### config.mk
export PLATFORM = sky130hd
export DESIGN_NAME = systolicarray_2_loader_flat
export DESIGN_NICKNAME = d
export VERILOG_FILES = /design/src/rtl/systolicarray_2_loader_if.sv /design/src/rtl/systolicarray_2_loader.sv /design/src/flat_wrapper.sv
export SDC_FILE = /design/constraint.sdc
export NUM_CORES = 1
export LEC_CHECK = 0
export CELL_PAD_IN_SITES_DETAIL_PLACEMENT = 1
export CELL_PAD_IN_SITES_GLOBAL_PLACEMENT = 1
export CORE_MARGIN = 5
export CORE_UTILIZATION = 39
export DETAILED_ROUTE_END_ITERATION = 8
export PLACE_DENSITY = 0.92
export SLEW_MARGIN = 10
export SYNTH_ARGS = -nofsm -noshare
export SYNTH_HDL_FRONTEND = slang
export SYNTH_SLANG_ARGS = --single-unit
### constraint.sdc
create_clock -name clk -period 2.8 [get_ports clk]
set_input_delay 0.28 -clock clk [delete_from_list [all_inputs] [get_ports clk]]
set_output_delay 0.28 -clock clk [all_outputs]
set_load 0.05 [all_outputs]
### src/rtl/systolicarray_2_loader_if.sv
// ============================================================================
// Module   : systolicarray_2_loader_if
// Brief    : Serial element stream (data/valid/ready) into the operand loader.
// Revision : 1.0 - initial release
// ============================================================================
`default_nettype none

interface systolicarray_2_loader_if #(
  parameter int SIZE = 8
) ();
  logic [SIZE-1:0] in_data;
  logic            in_valid;
  logic            in_ready;

  modport master (output in_data, output in_valid, input in_ready);
  modport slave  (input in_data, input in_valid, output in_ready);
endinterface

`default_nettype wire

### src/rtl/systolicarray_2_loader.sv
// ============================================================================
// Module   : systolicarray_2_loader
// Brief    : Packs 8 serial elements onto the 2x2 systolic array's mi0/mi1
//            buses, sequences its reset and flags done after RUN_CYCLES.
//            Optional LOADER_INT2FIX_EN: integer input scaled by DECIMAL and
//            saturated before storage.
// Revision : 1.0 - initial release
// ============================================================================
`default_nettype none

module systolicarray_2_loader #(
  parameter int SIZE       = 8,
`ifdef LOADER_INT2FIX_EN
  parameter int DECIMAL    = 4,
`endif
  parameter int RUN_CYCLES = 6
) (
  input  wire                        clk,
  input  wire                        rst,
  systolicarray_2_loader_if.slave    s_in,
  input  wire                        clear,
  output logic [4*SIZE-1:0]          mi0,
  output logic [4*SIZE-1:0]          mi1,
  output logic                       arr_rst,
  output logic                       busy,
  output logic                       done
);

  typedef enum logic [1:0] {
    S_LOAD = 2'd0,
    S_RUN  = 2'd1,
    S_DONE = 2'd2
  } state_t;

  localparam logic [7:0] C_RUN_LAST = 8'(RUN_CYCLES - 1);

  state_t              r_state;
  state_t              w_state_nxt;
  logic [2:0]          r_idx;
  logic [7:0]          r_run_cnt;
  logic [4*SIZE-1:0]   r_mi0;
  logic [4*SIZE-1:0]   r_mi1;
  logic                r_in_ready;
  logic                w_accept;
  logic                w_arr_rst;
  logic                w_busy;
  logic                w_done;
  logic [SIZE-1:0]     w_elem;

`ifdef LOADER_INT2FIX_EN
  localparam int C_WW = SIZE + DECIMAL;

  logic [C_WW-1:0] w_wide;
  logic            w_fits;

  // Sign-extend then shift: the result is exact, so only the range check remains.
  assign w_wide = {{DECIMAL{s_in.in_data[SIZE-1]}}, s_in.in_data} << DECIMAL;
  assign w_fits = (&w_wide[C_WW-1:SIZE-1]) | ~(|w_wide[C_WW-1:SIZE-1]);
  assign w_elem = w_fits        ? w_wide[SIZE-1:0] :
                  w_wide[C_WW-1] ? {1'b1, {(SIZE-1){1'b0}}} :
                                   {1'b0, {(SIZE-1){1'b1}}};
`else
  assign w_elem = s_in.in_data;
`endif

  assign w_accept = s_in.in_valid & r_in_ready & ~clear & (r_state == S_LOAD);

  always_ff @(posedge clk) begin
    if (!rst) begin
      r_state <= S_LOAD;
    end else begin
      r_state <= w_state_nxt;
    end
  end

  always_comb begin
    w_state_nxt = r_state;
    w_arr_rst   = 1'b0;
    w_busy      = 1'b0;
    w_done      = 1'b0;
    if (clear) begin
      w_state_nxt = S_LOAD;
    end else begin
      case (r_state)
        S_LOAD: if (w_accept && (r_idx == 3'd7)) w_state_nxt = S_RUN;
        S_RUN:  if (r_run_cnt == C_RUN_LAST)      w_state_nxt = S_DONE;
        S_DONE: w_state_nxt = S_DONE;
        default: w_state_nxt = S_LOAD;
      endcase
    end
    case (r_state)
      S_RUN: begin
        w_arr_rst = 1'b1;
        w_busy    = 1'b1;
      end
      S_DONE: begin
        w_arr_rst = 1'b1;
        w_done    = 1'b1;
      end
      default: ;
    endcase
  end

  // in_ready is registered so it stays low for the first cycle out of reset.
  always_ff @(posedge clk) begin
    if (!rst) begin
      r_idx      <= 3'd0;
      r_run_cnt  <= 8'd0;
      r_mi0      <= '0;
      r_mi1      <= '0;
      r_in_ready <= 1'b0;
    end else if (clear) begin
      r_idx      <= 3'd0;
      r_run_cnt  <= 8'd0;
      r_mi0      <= '0;
      r_mi1      <= '0;
      r_in_ready <= 1'b1;
    end else begin
      r_in_ready <= (w_state_nxt == S_LOAD);
      r_run_cnt  <= (r_state == S_RUN) ? r_run_cnt + 8'd1 : 8'd0;
      if (w_accept) begin
        if (!r_idx[2]) begin
          r_mi0[r_idx[1:0]*SIZE +: SIZE] <= w_elem;
        end else begin
          r_mi1[r_idx[1:0]*SIZE +: SIZE] <= w_elem;
        end
        r_idx <= r_idx + 3'd1;
      end
    end
  end

  assign s_in.in_ready = r_in_ready;
  assign mi0           = r_mi0;
  assign mi1           = r_mi1;
  assign arr_rst       = w_arr_rst;
  assign busy          = w_busy;
  assign done          = w_done;

endmodule

`default_nettype wire

### src/flat_wrapper.sv
// flat-port wrapper written by rule: the top's interface ports become plain ports
module systolicarray_2_loader_flat 
#(
  parameter int SIZE       = 8,

  parameter int RUN_CYCLES = 6
)
  (clk, rst, clear, mi0, mi1, arr_rst, busy, done, s_in_in_data, s_in_in_valid, s_in_in_ready);
  systolicarray_2_loader_if #(.SIZE(SIZE)) s_in_i ();
  input  wire clk;
  input  wire rst;
  input  wire clear;
  output logic [4*SIZE-1:0] mi0;
  output logic [4*SIZE-1:0] mi1;
  output logic arr_rst;
  output logic busy;
  output logic done;
  input wire logic [$bits(s_in_i.in_data)-1:0] s_in_in_data;
  input wire logic [$bits(s_in_i.in_valid)-1:0] s_in_in_valid;
  output wire logic [$bits(s_in_i.in_ready)-1:0] s_in_in_ready;
  assign s_in_i.in_data = s_in_in_data;
  assign s_in_i.in_valid = s_in_in_valid;
  assign s_in_in_ready = s_in_i.in_ready;
  systolicarray_2_loader #(.SIZE(SIZE), .RUN_CYCLES(RUN_CYCLES)) u_core (.clk(clk), .rst(rst), .s_in(s_in_i), .clear(clear), .mi0(mi0), .mi1(mi1), .arr_rst(arr_rst), .busy(busy), .done(done));
endmodule
==> results of run 1 <==
synth_stat cells, drive strengths merged:
library cell  count
a21oi            66
a41oi             1
and3              8
and3b             4
and4b             1
buf              24
clkbuf            8
dfxtp            78
ha               13
inv               7
mux2i             1
nand2            64
nand2b            1
nand3            73
nand3b            4
nand4b            1
nand4bb           1
nor2             15
nor3              1
nor3b             3
nor4              2
o21ai             1
o32a              1
o41a              1
or2               1
xnor2             2
xor2              5
worst max-delay path, stage by stage (launching register included):
cell             delay (ns)
dfxtp_1                0.40
inv_1                  0.08
ha_1                   0.28
clkdlybuf4s50_1        0.80
power by group:
group	switching (W)	internal (W)	total (W)
logic	0.0000673	0.0000299	0.0000972
registers	0.00000262	0.00111	0.00111
clock network	0.000422	0.000414	0.000836
total	0.000492	0.00155	0.00205
sequential cells by signal, summed over array words and instances (netlist names):
signal	cells
u_core.r_state	2
u_core.r_run_cnt	8
u_core.s_in.in_ready	1
u_core.mi1	32
u_core.mi0	32
u_core.r_idx	3
area by class of cell:
type	instances	share of cell area (%)
Tap cell	105	3.08
Clock inverter	5	1.38
Inverter	7	0.617
Clock buffer	11	3.08
Timing Repair Buffer	86	19.8
Sequential cell	78	36.7
Multi-Input combinational cell	270	35.4
layer usage:
metal	up-vias	track usage [%]	part of all wire [%]
li1	1445	-	-
met1	1452	22.8	41
met2	75	34.0	51
met3	14	7.16	6.7
met4	0	5.62	1.5
met5	-	0	0
placed cells by master, fill, tap and decap left out, types with 3 or more instances in the layout:
cell type / netlist / routed
nand2_1: 64 / 64
nand3_1: 71 / 71
and3b_1: 4 / 4
buf_4: 5 / 7
nand3b_2: 4 / 4
clkdlybuf4s50_1: 0 / 79
ha_1: 13 / 13
dfxtp_1: 78 / 78
a21oi_1: 66 / 66
nor3b_2: 3 / 3
clkbuf_8: 0 / 9
xor2_1: 5 / 5
nor2_1: 15 / 15
inv_1: 6 / 6
and3_1: 8 / 8
logic make-up after synthesis:
kind of cell | share of synthesized area (%)
AOI/OAI and AO/OA | 11.2
xor gates and xnor gates | 1.87
adders and majority gates | 4.97
buffers and inverters | 6.27
DFF | 47.7
muxes | 0.306
and+or+nand+nor | 27.7
metrics by stage:
step                      setup slack [ns]  power, W
after global placement               0.841   0.00123
after global routing                 0.500   0.00211
final                                0.600   0.00205
after floorplan                       1.05   0.00120
after CTS                            0.574   0.00206
after detailed placement             0.694   0.00124
path summary, 6_finish.rpt:
check,cells past startpoint,end,startpoint
setup reg to reg,7,u_core.mi0[8],u_core.r_state[0]
setup / recovery,3,arr_rst,u_core.r_state[0]
hold reg to reg,2,u_core.mi1[22],u_core.mi1[22]
hold / removal,2,u_core.mi1[22],u_core.mi1[22]
==> flow_summary.json, run 1 <==
{
  "drive_above_1_share_pct": 7.44,
  "yosys.area.top_type_share_pct": 47.7,
  "cts_tree": "done",
  "maxCapViolations": 0,
  "worstSetupEndpointType": "primary output",
  "cts_buffers": 9,
  "grt_pass1_wl_microns": 15600,
  "nFillCells": 977,
  "syn_area_sq_um": 3270,
  "syn-mean-instance-area_sq_um": 8.45,
  "h-tree-depth": 3,
  "p_leak_nw": 1.38,
  "fp-row-count": 33,
  "setup_viol": 0,
  "stdcell_count": 562,
  "first_iter_violations": 119,
  "dp_hpwl_microns": 7180,
  "arrival_ns": 1.92,
  "core_area_sq_um": 8180,
  "worstHoldPathType": "flip-flop to flip-flop",
  "synth-seq-area-share_pct": 47.7,
  "grt_overflow": 0,
  "whs_ns": 0.462,
  "multi_input_area_sq_um": 1510,
  "cts_resized": 0,
  "grt_pass1_vias": 3104,
  "initial_utilization_pct": 40.0,
  "place_area_sq_um": 4070,
  "wl_per_cell_microns": 17.9,
  "cts_max_path_buffers": 2,
  "synth-seq-cells": 78,
  "crit_fanout": 4,
  "max-slew-margin-rel_pct": 61.7,
  "chipWidth_microns": 102,
  "finalInstanceArea_sq_um": 4260,
  "portBuffers": 79,
  "finalHoldViolCount": 0,
  "drc": 0,
  "wl_microns": 10000,
  "dp_cells": 546,
  "grt_use_total_pct": 19.6,
  "r2r_slack_ns": 0.87,
  "power_density_nw_per_um2": 481,
  "post-route-min-period_ns": 2.20,
  "required_ns": 2.52,
  "peakVddDrop_mv": 0.217,
  "die_area_sq_um": 10300,
  "worst_slew_pin_slew_ns": 0.573,
  "die_h_microns": 102,
  "worst-setup-path-type": "flip-flop to primary output",
  "antenna_found_initial": 0,
  "cts_hold_buf": 0,
  "yosysUniqueCellTypes": 32,
  "ioPinCount": 80,
  "setup-tns-final_ns": 0,
  "syn_nets": 412,
  "cts_root_buf": "clkbuf_8",
  "cts_sinks": 78,
  "final_max_slew_viol_count": 0,
  "gp_congestion": 0.869,
  "seqCellArea_sq_um": 1560,
  "final_antenna_net_count": 0,
  "area_growth_pct": 30.2,
  "grt_max_degree": 30,
  "rsz0062_at_grt": "false",
  "status": "complete, no violations",
  "clk-insertion-delay-late_ns": 0.36,
  "yosys-top-cells-area": "dfxtp_1, nand3_1, a21oi_1, nand2_1, ha_1",
  "first_pass_iters": 4,
  "clk_pin_slew_ns": 0.08,
  "fin_crit_sh_pct": 78.6,
  "postSynthCellCount": 387,
  "utilization_pct": 52.1,
  "cp-start-kind": "flip-flop",
  "vias": 2986,
  "yosys_warnings": 0,
  "vias_per_cell": 5.31,
  "fmax_mhz": 455,
  "yosysTopAreaCell": "dfxtp_1",
  "nets": 477,
  "num_antenna_cells": 0,
  "cts_setup_buffers": 0,
  "finClkSkew_ns": 0.00890
}
Note: power is estimated with default switching activity, not from simulation.
==> run 2: changes to the inputs <==
Settings changed: CORE_UTILIZATION 39 to 32, PLACE_DENSITY 0.92 to 0.81.
Clock period 2.8 ns to 1.9 ns, I/O delays scaled along.
==> flow_summary.json, run 2 (synthesis gave the netlist of run 1 again) <==
{
  "status": "complete, no violations",
  "peakVddDrop_mv": 0.335,
  "crit_cells": 1,
  "place_area_sq_um": 4140,
  "worstHoldPathType": "flip-flop to flip-flop",
  "cp-start-kind": "flip-flop",
  "clk_pin_slew_ns": 0.08,
  "num_antenna_cells": 0,
  "mostFrequentLayoutCells": "clkdlybuf4s50_1, dfxtp_1, nand3_1",
  "final_max_slew_viol_count": 0,
  "cpPeakStageDelay_ns": 0.83,
  "crit_slowest_cell": "clkdlybuf4s50_1",
  "chipWidth_microns": 111,
  "holdPathStages": 2,
  "antenna_found_initial": 0,
  "cts_sinks": 78,
  "maxCapViolations": 0,
  "post-route-min-period_ns": 1.75,
  "rsz0062_at_grt": "false",
  "die_area_sq_um": 12300,
  "gp_congestion": 0.820,
  "fp-row-count": 37,
  "area_growth_pct": 34.2,
  "required_ns": 1.71,
  "multi_input_area_sq_um": 1540,
  "core_area_sq_um": 10100,
  "die_h_microns": 111,
  "grt_pass1_vias": 3133,
  "crit_chain": "clkdlybuf4s50_1",
  "nets": 480,
  "ioPinCount": 80,
  "fin_ws_ns": 0.151,
  "cp_num_buf_inv": 1,
  "first_iter_violations": 148,
  "clk-insertion-delay-late_ns": 0.35,
  "fmax_mhz": 572,
  "worst-setup-path-type": "flip-flop to primary output",
  "seqCellArea_sq_um": 1560,
  "max-slew-margin-rel_pct": 64.4,
  "grt_max_degree": 36,
  "setup_viol": 0,
  "place_ws_ns": 0.0227,
  "finalHoldViolCount": 0,
  "utilization_pct": 43.3,
  "cts_max_path_buffers": 2,
  "finalInstanceArea_sq_um": 4390,
  "nFillCells": 1176,
  "fin_crit_sh_pct": 92.0,
  "worst_slew_pin_slew_ns": 0.532,
  "vias": 3013,
  "dp_hpwl_microns": 6990,
  "portBuffers": 79,
  "worstSetupEndpointType": "primary output",
  "drc": 0,
  "arrival_ns": 1.56,
  "r2r_cells": 7,
  "cts_buffers": 9,
  "vias_per_cell": 5.06,
  "drive_above_1_share_pct": 12.2,
  "power_density_nw_per_um2": 718,
  "setup-tns-final_ns": 0,
  "wl_microns": 9910,
  "p_leak_nw": 1.41,
  "cts_tree": "done",
  "crit_fanout": 2,
  "h-tree-depth": 3,
  "wl_per_cell_microns": 16.6,
  "grt_pass1_wl_microns": 16200,
  "finClkSkew_ns": 0.00587,
  "grt_use_total_pct": 16.2,
  "first_pass_iters": 4,
  "grt_overflow": 0,
  "whs_ns": 0.456,
  "cts_root_buf": "clkbuf_8",
  "path_delay_family": "buffers and inverters",
  "final_antenna_net_count": 0,
  "initial_utilization_pct": 32.3
}
-- run 2: cell types whose count changed in the layout (fill, tap and decap cells not counted), sizes merged --
cell	delta
bufinv	+1
clkinv	+2
inv	-1
clkinvlp	-1
clkbuf	-1
clkdlybuf4s50	-3
buf	+6
-- run 2: report_power, final --
group | switching, W | total (W) | internal [W]
sequential | 0.00000343 | 0.00164 | 0.00164
clock | 0.000621 | 0.00136 | 0.000738
combinational | 0.000101 | 0.000150 | 0.0000486
-- run 2: final timing paths --
| path | startpoint | end | slack [ns] |
|---|---|---|---|
| setup / recovery | u_core.mi0[15] | mi0[15] | 0.15 |
| hold / removal | u_core.mi1[26] | u_core.mi1[26] | 0.46 |
| hold reg to reg | u_core.mi1[26] | u_core.mi1[26] | 0.46 |
| setup reg to reg | u_core.r_state[0] | u_core.mi0[29] | 0.17 |
-- run 2: layout make-up --
type                       instances  area share [%]
clock buffer                      10            2.91
clock inverter                     6            1.97
inverter                           7           0.599
multi-input combinational        270            35.2
sequential                        78            35.6
tap                              136            3.88
timing repair buffer              89            19.8
-- run 2: metal layers --
| metal | global-route usage [%] | vias up | routed length (microns) |
|---|---|---|---|
| met4 | 5.68 | 0 | 163 |
| met1 | 20.0 | 1468 | 4300 |
| li1 | - | 1454 | - |
| met5 | 0 | - | 0 |
| met3 | 3.88 | 16 | 505 |
| met2 | 27.6 | 75 | 4950 |
-- run 2: repair_timing --
| item | 4_1_cts | 5_1_grt |
|---|---|---|
| buffers inserted | 0 | 0 |
| pin swaps | 0 | 1 |
| hold buffers | 0 | 0 |
| hold endpoints to repair | 0 | 0 |
| endpoints found under the setup margin | 2 | 64 |
| resized for setup | 2 | 14 |
-- run 2: stage by stage --
| step | cells | power, W |
|---|---|---|
| finish | 596 | 0.00315 |
| global route | 596 | 0.00327 |
| CTS | 596 | 0.00318 |
| detailed placement | 580 | 0.00183 |
| global placement | 580 | 0.00182 |
| floorplan | 387 | 0.00176 |
